File: config.mk
export PLATFORM = sky130hd
export DESIGN_NAME = clock_enable_sequencer_flat
export DESIGN_NICKNAME = d
export VERILOG_FILES = /design/src/rtl/clk_seq_pkg.sv /design/src/rtl/clock_enable_sequencer_if.sv /design/src/rtl/sync_ff.sv /design/src/rtl/clock_enable_sequencer.sv /design/src/flat_wrapper.sv
export SDC_FILE = /design/constraint.sdc
export NUM_CORES = 1
export LEC_CHECK = 0
export ABC_AREA = 1
export BUFFER_PORTS_ARGS = -buffer_cell sky130_fd_sc_hd__buf_2
export CAP_MARGIN = 20
export CORE_MARGIN = 2
export CORE_UTILIZATION = 40
export DETAILED_ROUTE_END_ITERATION = 8
export GPL_TIMING_DRIVEN = 0
export PLACE_DENSITY = 0.62
export SETUP_SLACK_MARGIN = 0.3
export SYNTH_ARGS = -nofsm -noshare
export SYNTH_HDL_FRONTEND = slang
export SYNTH_HIERARCHICAL = 1
export SYNTH_SLANG_ARGS = --single-unit
File: constraint.sdc
create_clock -name clk -period 3.5 [get_ports clk]
set_input_delay 0.7 -clock clk [delete_from_list [all_inputs] [get_ports clk]]
set_output_delay 0.7 -clock clk [all_outputs]
set_load 0.05 [all_outputs]
File: src/rtl/clk_seq_pkg.sv
// clk_seq_pkg: shared state encoding and phase width for the clock-enable sequencer
package clk_seq_pkg;
  typedef enum logic [1:0] {WAIT_LOCK, HOLDOFF, RUN} state_t;
  localparam int PHASE_W = 3;
endpackage

File: src/rtl/clock_enable_sequencer_if.sv
// clock_enable_sequencer_if: lock/clear inputs and reset/strobe outputs of the sequencer
interface clock_enable_sequencer_if;
  import clk_seq_pkg::*;
  logic pll_lock;
  logic clr_lost;
  logic sys_rst_n;
  logic ce_div2;
  logic ce_div4;
  logic ce_div8;
  logic [PHASE_W-1:0] phase;
  logic running;
  logic lock_lost;
  modport master (output pll_lock, clr_lost,
                  input sys_rst_n, ce_div2, ce_div4, ce_div8, phase, running, lock_lost);
  modport slave (input pll_lock, clr_lost,
                 output sys_rst_n, ce_div2, ce_div4, ce_div8, phase, running, lock_lost);
endinterface

File: src/rtl/sync_ff.sv
// sync_ff: multi-stage synchroniser for an asynchronous single-bit input, resets to 0
module sync_ff #(
  parameter int STAGES = 2
) (
  input  logic clk,
  input  logic rst_n,
  input  logic d,
  output logic q
);
  logic [STAGES-1:0] s;
  always_ff @(posedge clk or negedge rst_n)
    if (!rst_n) s <= '0;
    else s <= {s[STAGES-2:0], d};
  assign q = s[STAGES-1];
endmodule

File: src/rtl/clock_enable_sequencer.sv
// clock_enable_sequencer: lock-qualified reset release and /2,/4,/8 enable strobes on one clock
module clock_enable_sequencer
  import clk_seq_pkg::*;
#(
  parameter int HOLDOFF_CYCLES = 1024,
  parameter int SYNC_STAGES    = 2
) (
  input logic clk,
  input logic rst_n,
  clock_enable_sequencer_if.slave bus
);
  localparam int CNT_W = $clog2(HOLDOFF_CYCLES + 1);
  state_t state;
  logic lock_s;
  logic run_nxt;
  logic [CNT_W-1:0] cnt;
  logic [PHASE_W-1:0] phase_nxt;
  sync_ff #(.STAGES(SYNC_STAGES)) u_sync (
    .clk(clk),
    .rst_n(rst_n),
    .d(bus.pll_lock),
    .q(lock_s)
  );
  // outputs are registered from next-state values so strobes stop on the same edge sys_rst_n falls
  always_comb begin
    run_nxt   = lock_s && (state == RUN || (state == HOLDOFF && cnt == CNT_W'(HOLDOFF_CYCLES - 1)));
    phase_nxt = (state == RUN && lock_s) ? bus.phase + PHASE_W'(1) : '0;
  end
  always_ff @(posedge clk or negedge rst_n)
    if (!rst_n) begin
      state         <= WAIT_LOCK;
      cnt           <= '0;
      bus.sys_rst_n <= 1'b0;
      bus.running   <= 1'b0;
      bus.phase     <= '0;
      bus.ce_div2   <= 1'b0;
      bus.ce_div4   <= 1'b0;
      bus.ce_div8   <= 1'b0;
      bus.lock_lost <= 1'b0;
    end else begin
      state         <= !lock_s ? WAIT_LOCK : run_nxt ? RUN : HOLDOFF;
      cnt           <= (state == HOLDOFF && lock_s && !run_nxt) ? cnt + CNT_W'(1) : '0;
      bus.sys_rst_n <= run_nxt;
      bus.running   <= run_nxt;
      bus.phase     <= phase_nxt;
      bus.ce_div2   <= run_nxt & phase_nxt[0];
      bus.ce_div4   <= run_nxt & (&phase_nxt[1:0]);
      bus.ce_div8   <= run_nxt & (&phase_nxt);
      bus.lock_lost <= (state != WAIT_LOCK && !lock_s) || (bus.lock_lost && !bus.clr_lost);
    end
endmodule

File: src/flat_wrapper.sv
// flat-port wrapper written by rule: the top's interface ports become plain ports
module clock_enable_sequencer_flat import clk_seq_pkg::*;
#(
  parameter int HOLDOFF_CYCLES = 1024,
  parameter int SYNC_STAGES    = 2
)
  (clk, rst_n, bus_pll_lock, bus_clr_lost, bus_sys_rst_n, bus_ce_div2, bus_ce_div4, bus_ce_div8, bus_phase, bus_running, bus_lock_lost);
  clock_enable_sequencer_if bus_i ();
  input logic clk;
  input logic rst_n;
  input wire logic [$bits(bus_i.pll_lock)-1:0] bus_pll_lock;
  input wire logic [$bits(bus_i.clr_lost)-1:0] bus_clr_lost;
  output wire logic [$bits(bus_i.sys_rst_n)-1:0] bus_sys_rst_n;
  output wire logic [$bits(bus_i.ce_div2)-1:0] bus_ce_div2;
  output wire logic [$bits(bus_i.ce_div4)-1:0] bus_ce_div4;
  output wire logic [$bits(bus_i.ce_div8)-1:0] bus_ce_div8;
  output wire logic [$bits(bus_i.phase)-1:0] bus_phase;
  output wire logic [$bits(bus_i.running)-1:0] bus_running;
  output wire logic [$bits(bus_i.lock_lost)-1:0] bus_lock_lost;
  assign bus_i.pll_lock = bus_pll_lock;
  assign bus_i.clr_lost = bus_clr_lost;
  assign bus_sys_rst_n = bus_i.sys_rst_n;
  assign bus_ce_div2 = bus_i.ce_div2;
  assign bus_ce_div4 = bus_i.ce_div4;
  assign bus_ce_div8 = bus_i.ce_div8;
  assign bus_phase = bus_i.phase;
  assign bus_running = bus_i.running;
  assign bus_lock_lost = bus_i.lock_lost;
  clock_enable_sequencer #(.HOLDOFF_CYCLES(HOLDOFF_CYCLES), .SYNC_STAGES(SYNC_STAGES)) u_core (.clk(clk), .rst_n(rst_n), .bus(bus_i));
endmodule
; Word level (Yosys, flattened, before mapping)
; Cells that the tools add are included.
[totals]
regBits = 23
input_bits = 4
output_inout_bits = 9
[op_classes]
n_addsub = 2
eq_ne = 3
n_mux = 4
bitwise = 3
reduce_logical = 15
[op_table]
columns = op, count
row1 = "11-bit by 1-bit adder with 11-bit output, second input constant", 1
row2 = "11-bit by 10-bit equality test with 1-bit output, second input constant", 1
row3 = 11-bit two-way mux, 1
row4 = 1-bit logical AND, 7
row5 = 2-bit two-way mux, 2
row6 = "3-bit by 1-bit adder with 3-bit output, second input constant", 1
row7 = 1-bit bitwise AND, 3
row8 = 1-bit zero test, 3
row9 = 3-bit two-way mux, 1
row10 = 3-bit AND reduction, 1
row11 = "2-bit by 1-bit equality test with 1-bit output, second input constant", 1
row12 = "2-bit equality test, second input constant", 1
row13 = 1-bit logical OR, 2
row14 = 2-bit AND reduction, 1
row15 = 2-bit nonzero test, 1

; Logic depth before layout (Yosys ltp)
; Gate-level depths: netlist of run 1.
[logic_depth]
word_depth = 7
mapped_depth = 7
ltp_nobuf = 7

; Cells and area by module
; Netlist of run 1, hierarchy kept.
[by_module_without_submodules]
columns = module, n_inst, cells_per_inst, area_per_inst_um2, seq_area_each_um2
row1 = clock_enable_sequencer, 1, 106, 924.6, 500.5
row2 = sync_ff, 1, 2, 50.0, 50.0

; Least setup slack after synthesis of run 1
; Ideal clock, no wire load.
[synth_timing]
path_type = flip-flop to output port
startpoint = register, netlist name u_core/bus.running
endpoint = output port bus_sys_rst_n
arrival_ns = 0.917
path_slack_ns = 1.883
stages_incl_launch_ff = 2
n_path_buf = 1
cell_sequence = dfrtp_1 > buf_4
[synth_lines]
columns = element, line
row1 = end: declaration, flat_wrapper.sv:13  ; output wire logic [$bits(bus_i.sys_rst_n)-1:0] bus_sys_rst_n;

; Worst setup path after layout of run 1
[layout_timing]
startpoint = register u_core.bus.phase[0]
endpoint = output port bus_phase[0]
[layout_lines]
columns = element, line
row1 = start: declaration, clock_enable_sequencer_if.sv:16  ; output sys_rst_n, ce_div2, ce_div4, ce_div8, phase, running, lock_lost);
row2 = start signal: assignment, clock_enable_sequencer.sv:45  ; bus.phase <= phase_nxt;
row3 = end: declaration, flat_wrapper.sv:17  ; output wire logic [$bits(bus_i.phase)-1:0] bus_phase;
; No word-level cell between the ends.

==> results.md, run 1 <==
* Status: finished, final reports clean
* Slew margin rel. at 0.679
* Layout Nets at 131
* First-pass GRT wire length at 2910 µm
* Number of buffers added on ports at 12
* Die ar. at about 2800 µm²
* Clock Sinks at 22
* Post-Syn Area at about 970 µm²
* Setup Skew at 0.00678 ns
* Routability cong. at 0.772
* RSZ-0062 raised after global routing: no
* Iteration-0 DRC Markers at 6
* Layout cells sized above 1 at 0.169
* Achievable Freq at between 0.5 and 0.6 GHz
* GRT Util Overall at 0.144
* CP bufs+invs at 1
* Worst path cell trace: buf_2
* Vias at 701
* Yosys top cell area share at 0.565
* Fill count at roughly 230
* Final worst-path cycle share at 0.504
* Resize count post-CTS at 0
* Clock tree from TritonCTS: built
* Most frequent cells in the layout: 26 x nor2_1, 22 x dfrtp_1, 18 x nand2_1
* Post-route setup slack at ~1.7 ns
* Boundary Pins at 13
* Distinct cells, synth at 18
* DP HPWL at 1180 µm
* Total CTS buffers at 3
* Most common cell after layout, fill and taps aside: nor2_1
* Starting Density at 0.432
* Yosys top cell by area: dfrtp_1
* Largest net degree at the start of global routing at 23
* Die width at 53.4 µm
* Overflow after GRT at 0
* Setup violations, final at 0
* Power per cell area at 420 nW/µm²
* CTS Hold Bufs at 0
* Crit-path slowest cell: dfrtp_1
* Ant. Diodes at 0
* Area post-placement at 1070 µm²
* Clk slew on worst S/H paths at between 0.1 and 0.15 ns
* Die Y at between 50 and 60 µm
* Setup TNS at 0 ns
* Wire per inst at 11.2 µm
* Drt total wl at 1700 µm
* Layout Utilization at 0.498
* Setup Buffers After CTS at 0
* Initial antenna violation count at 0
* Worst Setup Start Kind: flip-flop
* CP Capture Type: output pin
* Data required time of the critical path at ~2.8 ns
* Area grow syn2layout at 15.1%
* Max-slew violation count at 0
* Crit Path Category: reg -> out
* Average cell area after synthesis at between 9 and 10 µm²
* Synth top area cells: dfrtp_1 56%, nor2_1 10%, nand2_1 6.9%, inv_1 5.8%, xnor2_1 2.7%
* Num rows at 17
* Final instance area at 1120 µm²
* Number of global-route vias before repair at 713
* Hold_ws at between 0.3 and 0.4 ns
* Peak supply drop at around 280 µV
* Residual DRC count at 0
* Max-Cap Viols at 0
* Yosys reg bits at 22
* Worst min path class: in -> async
* Root buf cell: clkbuf_4
* Sequential element share of the synthesized area at 0.565
* CP max stage delay at 0.46 ns
* Largest fanout on the critical path at 6
* Crit path time final at 1.77 ns
* Depth of the CTS H-tree at 1
* Drt pass-1 iters at 4
* Net Count, Synth at 114
* Core Area at 2250 µm²
* Final Hold Vio Count at 0
* Final ANT Viol Nets at 0
* Clock Path Buffers at 2
* CP Data Arrival Time at 1.07 ns
* Vias per inst at 4.61
* Synthesized instance count at 108
* Pre-CTS WS at between 2 and 2.5 ns
* Pleak at roughly 0.00054 µW
* Slew @ Worst Pin at 0.482 ns
* Cell type group with the largest total delay on the critical path: flip-flops
* Clk_lat worst skew at 0.31 ns
* Ys Warns at 6
cell families (layout without fill, tap and decap cells):
kind of cell | count (synthesis) | in the layout | synth area share
xor+xnor | 6 | 6 | 0.0539
buf+inv | 17 | 33 | 0.0770
compound gates | 3 | 3 | 0.0180
fa+ha+maj | 2 | 2 | 0.0257
flops | 22 | 22 | 0.565
simple gates | 58 | 58 | 0.261
path summary, 6_finish.rpt:
check	from	to	slack, ns	cells past startpoint
hold reg to reg	u_core/u_sync/s[0]	u_core/u_sync/s[1]	0.37	0
setup reg to reg	u_core/cnt[0]	u_core/cnt[2]	2.06	7
hold / removal	rst_n	u_core/cnt[9]	0.33	1
max in group asynchronous	rst_n	u_core/cnt[6]	2.84	1
min in group clk	u_core/u_sync/s[0]	u_core/u_sync/s[1]	0.37	0
setup / recovery	u_core/bus.phase[0]	bus_phase[0]	1.73	1
metrics by stage:
step	instances	total power (µW)
after floorplan	108	275
after global placement	148	284
after detailed placement	148	285
after CTS	152	478
after global routing	152	490
final	152	471
flip-flops by register name, summed over array words and instances (netlist names):
register,count
u_core/bus.lock_lost,1
u_core/bus.ce_div8,1
u_core/bus.ce_div2,1
u_core/bus.ce_div4,1
u_core/bus.running,1
u_core/bus.phase,3
u_core/state,1
u_core/cnt,11
u_core/u_sync/s,2
cells in the mapped netlist:
master,number
nand4_2,1
buf_6,1
inv_1,15
nand3_1,5
nand2_1,18
buf_4,1
o21ai_0,2
nand3_2,1
xor2_1,3
nand4_1,3
nor2_2,1
dfrtp_1,22
nor2_1,26
ha_1,2
xnor2_1,3
o21bai_1,1
nor3_1,2
nor4_1,1
metal layers:
metal | GRT usage | part of all wire
met1 | 0.161 | 0.45
met2 | 0.247 | 0.49
met3 | 0.0650 | 0.054
met4 | 0.0385 | 0.0094
met5 | 0 | 0
layout make-up:
| class | instances | area, µm² | area share |
|---|---|---|---|
| repair buffers | 12 | 60.1 | 0.0535 |
| inverters | 15 | 56.3 | 0.0502 |
| well taps | 28 | 35.0 | 0.0312 |
| clock buffers | 3 | 22.5 | 0.0201 |
| multi-input cells | 69 | 349 | 0.311 |
| plain buffers | 2 | 18.8 | 0.0167 |
| flip-flops and latches | 22 | 551 | 0.491 |
| clock inverters | 1 | 30.0 | 0.0268 |
power breakdown:
part	switching, µW	internal (µW)
sequential	3.14	258
combinational	13.1	5.09
clock	75.9	116
Note: power is estimated with default switching activity, not from simulation.
==> run 2: changes to the inputs <==
Settings changed: PLACE_DENSITY 0.62 to 0.64.
Clock period 3.5 ns to 1.6 ns, I/O delays scaled along.
==> run 2 against run 1 <==
Compared with the run above: critical endpoint is now bus_sys_rst_n; combinational power rose to 3.0 times the previous value; largest power group unchanged; clock-buffer cell count rose by 1; die area did not move; sequential cell count did not move; non-clock buffer count rose by 8; first-iteration DRC count rose by 17%.
==> results.md, run 2 (synthesized netlist as in run 1, its figures left out) <==
* Clk slew on worst S/H paths at 0.12 ns (about the same)
* Max-slew violation count at 0 (unchanged)
* Largest net degree at the start of global routing at 23 (unchanged)
* Max-Cap Viols at 0 (unchanged)
* Cell type group with the largest total delay on the critical path: flip-flops
* Setup TNS at 0 ns (unchanged)
* Worst min path class: in -> reg
* Initial antenna violation count at 0 (unchanged)
* Worst path cell trace: buf_6 -> buf_8
* Most frequent cells in the layout: 22 x nor2_1, 20 x dfrtp_1, 17 x nand2_1
* Achievable Freq at 0.762 GHz
* Vias at 749 (+6.8%)
* Die Y at 53.4 µm (unchanged)
* Depth of the CTS H-tree at 1 (unchanged)
* Clock Path Buffers at 2 (unchanged)
* Most common cell after layout, fill and taps aside: nor2_1
* Drt total wl at 1730 µm (+2.2%)
* Crit-path slowest cell: dfrtp_2
* Routability cong. at 0.807 (+4.6%)
* Final worst-path cycle share at 0.820
* Data required time of the critical path at 1.28 ns (-1.52 ns)
* Worst Setup Start Kind: flip-flop
* Design Power at 935 µW (+99%)
* GRT Util Overall at 0.145 (+0.00111)
* Largest fanout on the critical path at 3 (-3)
* Iteration-0 DRC Markers at 7 (+1)
* Biggest register: u_core/cnt
* RSZ-0062 raised after global routing: yes
* Layout cells sized above 1 at 0.288 (+0.119)
* FF-to-FF Start: u_core/cnt[1]
* CP max stage delay at 0.43 ns (-0.03 ns)
* Fill count at 221 (-3.5%)
* CP startpoint: u_core/bus.running
* Largest registers: u_core/cnt x11, u_core/bus.phase x3, u_core/u_sync/s x2
* Clock tree from TritonCTS: built
* Starting Density at 0.432 (unchanged)
* Max reg flops at 11 (unchanged)
* Status: finished, final reports clean
* Hold_sp: bus_pll_lock
* Residual DRC count at 0 (unchanged)
* Num rows at 17 (unchanged)
* Layout Nets at 139 (+6.1%)
* Pleak at 0.000574 µW (+5.4%)
* Drt pass-1 iters at 4 (unchanged)
* Final Hold Vio Count at 0 (unchanged)
* Core Area at 2250 µm² (unchanged)
* CP bufs+invs at 2 (+1)
* Root buf cell: clkbuf_4
* Final instance area at 1240 µm² (+10%)
* Crit Path Category: reg -> out
* Die width at 53.4 µm (unchanged)
* Layout Utilization at 0.549 (+0.0516)
* Wire per inst at 10.8 µm (-2.9%)
* CP Capture Type: output pin
* Clk_lat worst skew at 0.30 ns (about the same)
* Number of global-route vias before repair at 711 (-0.28%)
* Ant. Diodes at 0 (unchanged)
* Power per cell area at 755 nW/µm² (+80%)
* Crit path time final at ~1.3 ns
* CP Data Arrival Time at 0.99 ns (-0.08 ns)
* Setup Skew at 0.00152 ns (-0.00526 ns)
* Slew margin rel. at 0.677 (-0.00158)
* Peak supply drop at 562 µV (+100%)
* Overflow after GRT at 0 (unchanged)
* Vias per inst at 4.68 (+1.5%)
* Boundary Pins at 13 (unchanged)
* Setup violations, final at 0 (unchanged)
* Total CTS buffers at 3 (unchanged)
* First-pass GRT wire length at 2930 µm (+0.72%)
* Area grow syn2layout at 27.1%
* Die ar. at 2850 µm² (unchanged)
* Area post-placement at 1070 µm² (+0.23%)
* DP HPWL at 1180 µm (-0.80%)
* Clock Sinks at 22 (unchanged)
* Number of buffers added on ports at 12 (unchanged)
* Final ANT Viol Nets at 0 (unchanged)
* Slew @ Worst Pin at 0.484 ns (+0.00237 ns)
## run 2: cell types whose count changed in the layout (fill, tap and decap cells not counted), sizes merged
cell,change
buf,+5
bufinv,-1
clkbuf,+3
dlygate4sd3,+1
## run 2: worst paths after layout
kind | endpoint | slack, ns | depth (start not counted)
min reg2reg | u_core/u_sync/s[1] | 0.37 | 0
min in group asynchronous | u_core/cnt[2] | 0.48 | 2
min | u_core/u_sync/s[0] | 0.11 | 1
max reg2reg | u_core/cnt[6] | 0.37 | 6
max | bus_sys_rst_n | 0.29 | 2
max in group asynchronous | u_core/bus.running | 0.76 | 2
## run 2: repair_timing
item | CTS | global route
gates cloned | 0 | 1
setup endpoints to repair | 14 | 19
hold buffers | 1 | 0
buffers inserted | 5 | 1
pin swaps | 1 | 1
hold endpoints to repair | 22 | 0
gates resized for setup | 5 | 17
## run 2: through the flow
step                      cells  hold WS, ns  worst slack, ns
after floorplan             108       0.0244            0.319
after global placement      148        0.307            0.241
after detailed placement    148        0.310            0.220
after CTS                   158       0.0985            0.278
after global routing        160       0.0855            0.255
final                       160        0.109            0.288
## run 2: per-layer routing
layer  global-route usage  routed length (µm)  vias up
met5                    0                   0        -
met4               0.0513                   9        0
met2                0.247                 864        9
li1                     -                   -      381
met3               0.0395                  61        2
met1                0.175                 798      357
## run 2: area by class of cell
| class | instances | area (µm²) | share of cell area |
|---|---|---|---|
| Sequential cell | 22 | 553 | 0.446 |
| Multi-Input combinational cell | 69 | 385 | 0.311 |
| Inverter | 15 | 56.3 | 0.0455 |
| Timing Repair Buffer | 20 | 150 | 0.121 |
| Clock buffer | 4 | 36.3 | 0.0293 |
| Tap cell | 28 | 35.0 | 0.0283 |
| Buffer | 2 | 22.5 | 0.0182 |
## run 2: where the power goes
group | switching (µW) | internal (µW)
Sequential | 6.83 | 564
Combinational | 32.6 | 21.4
Clock | 172 | 139
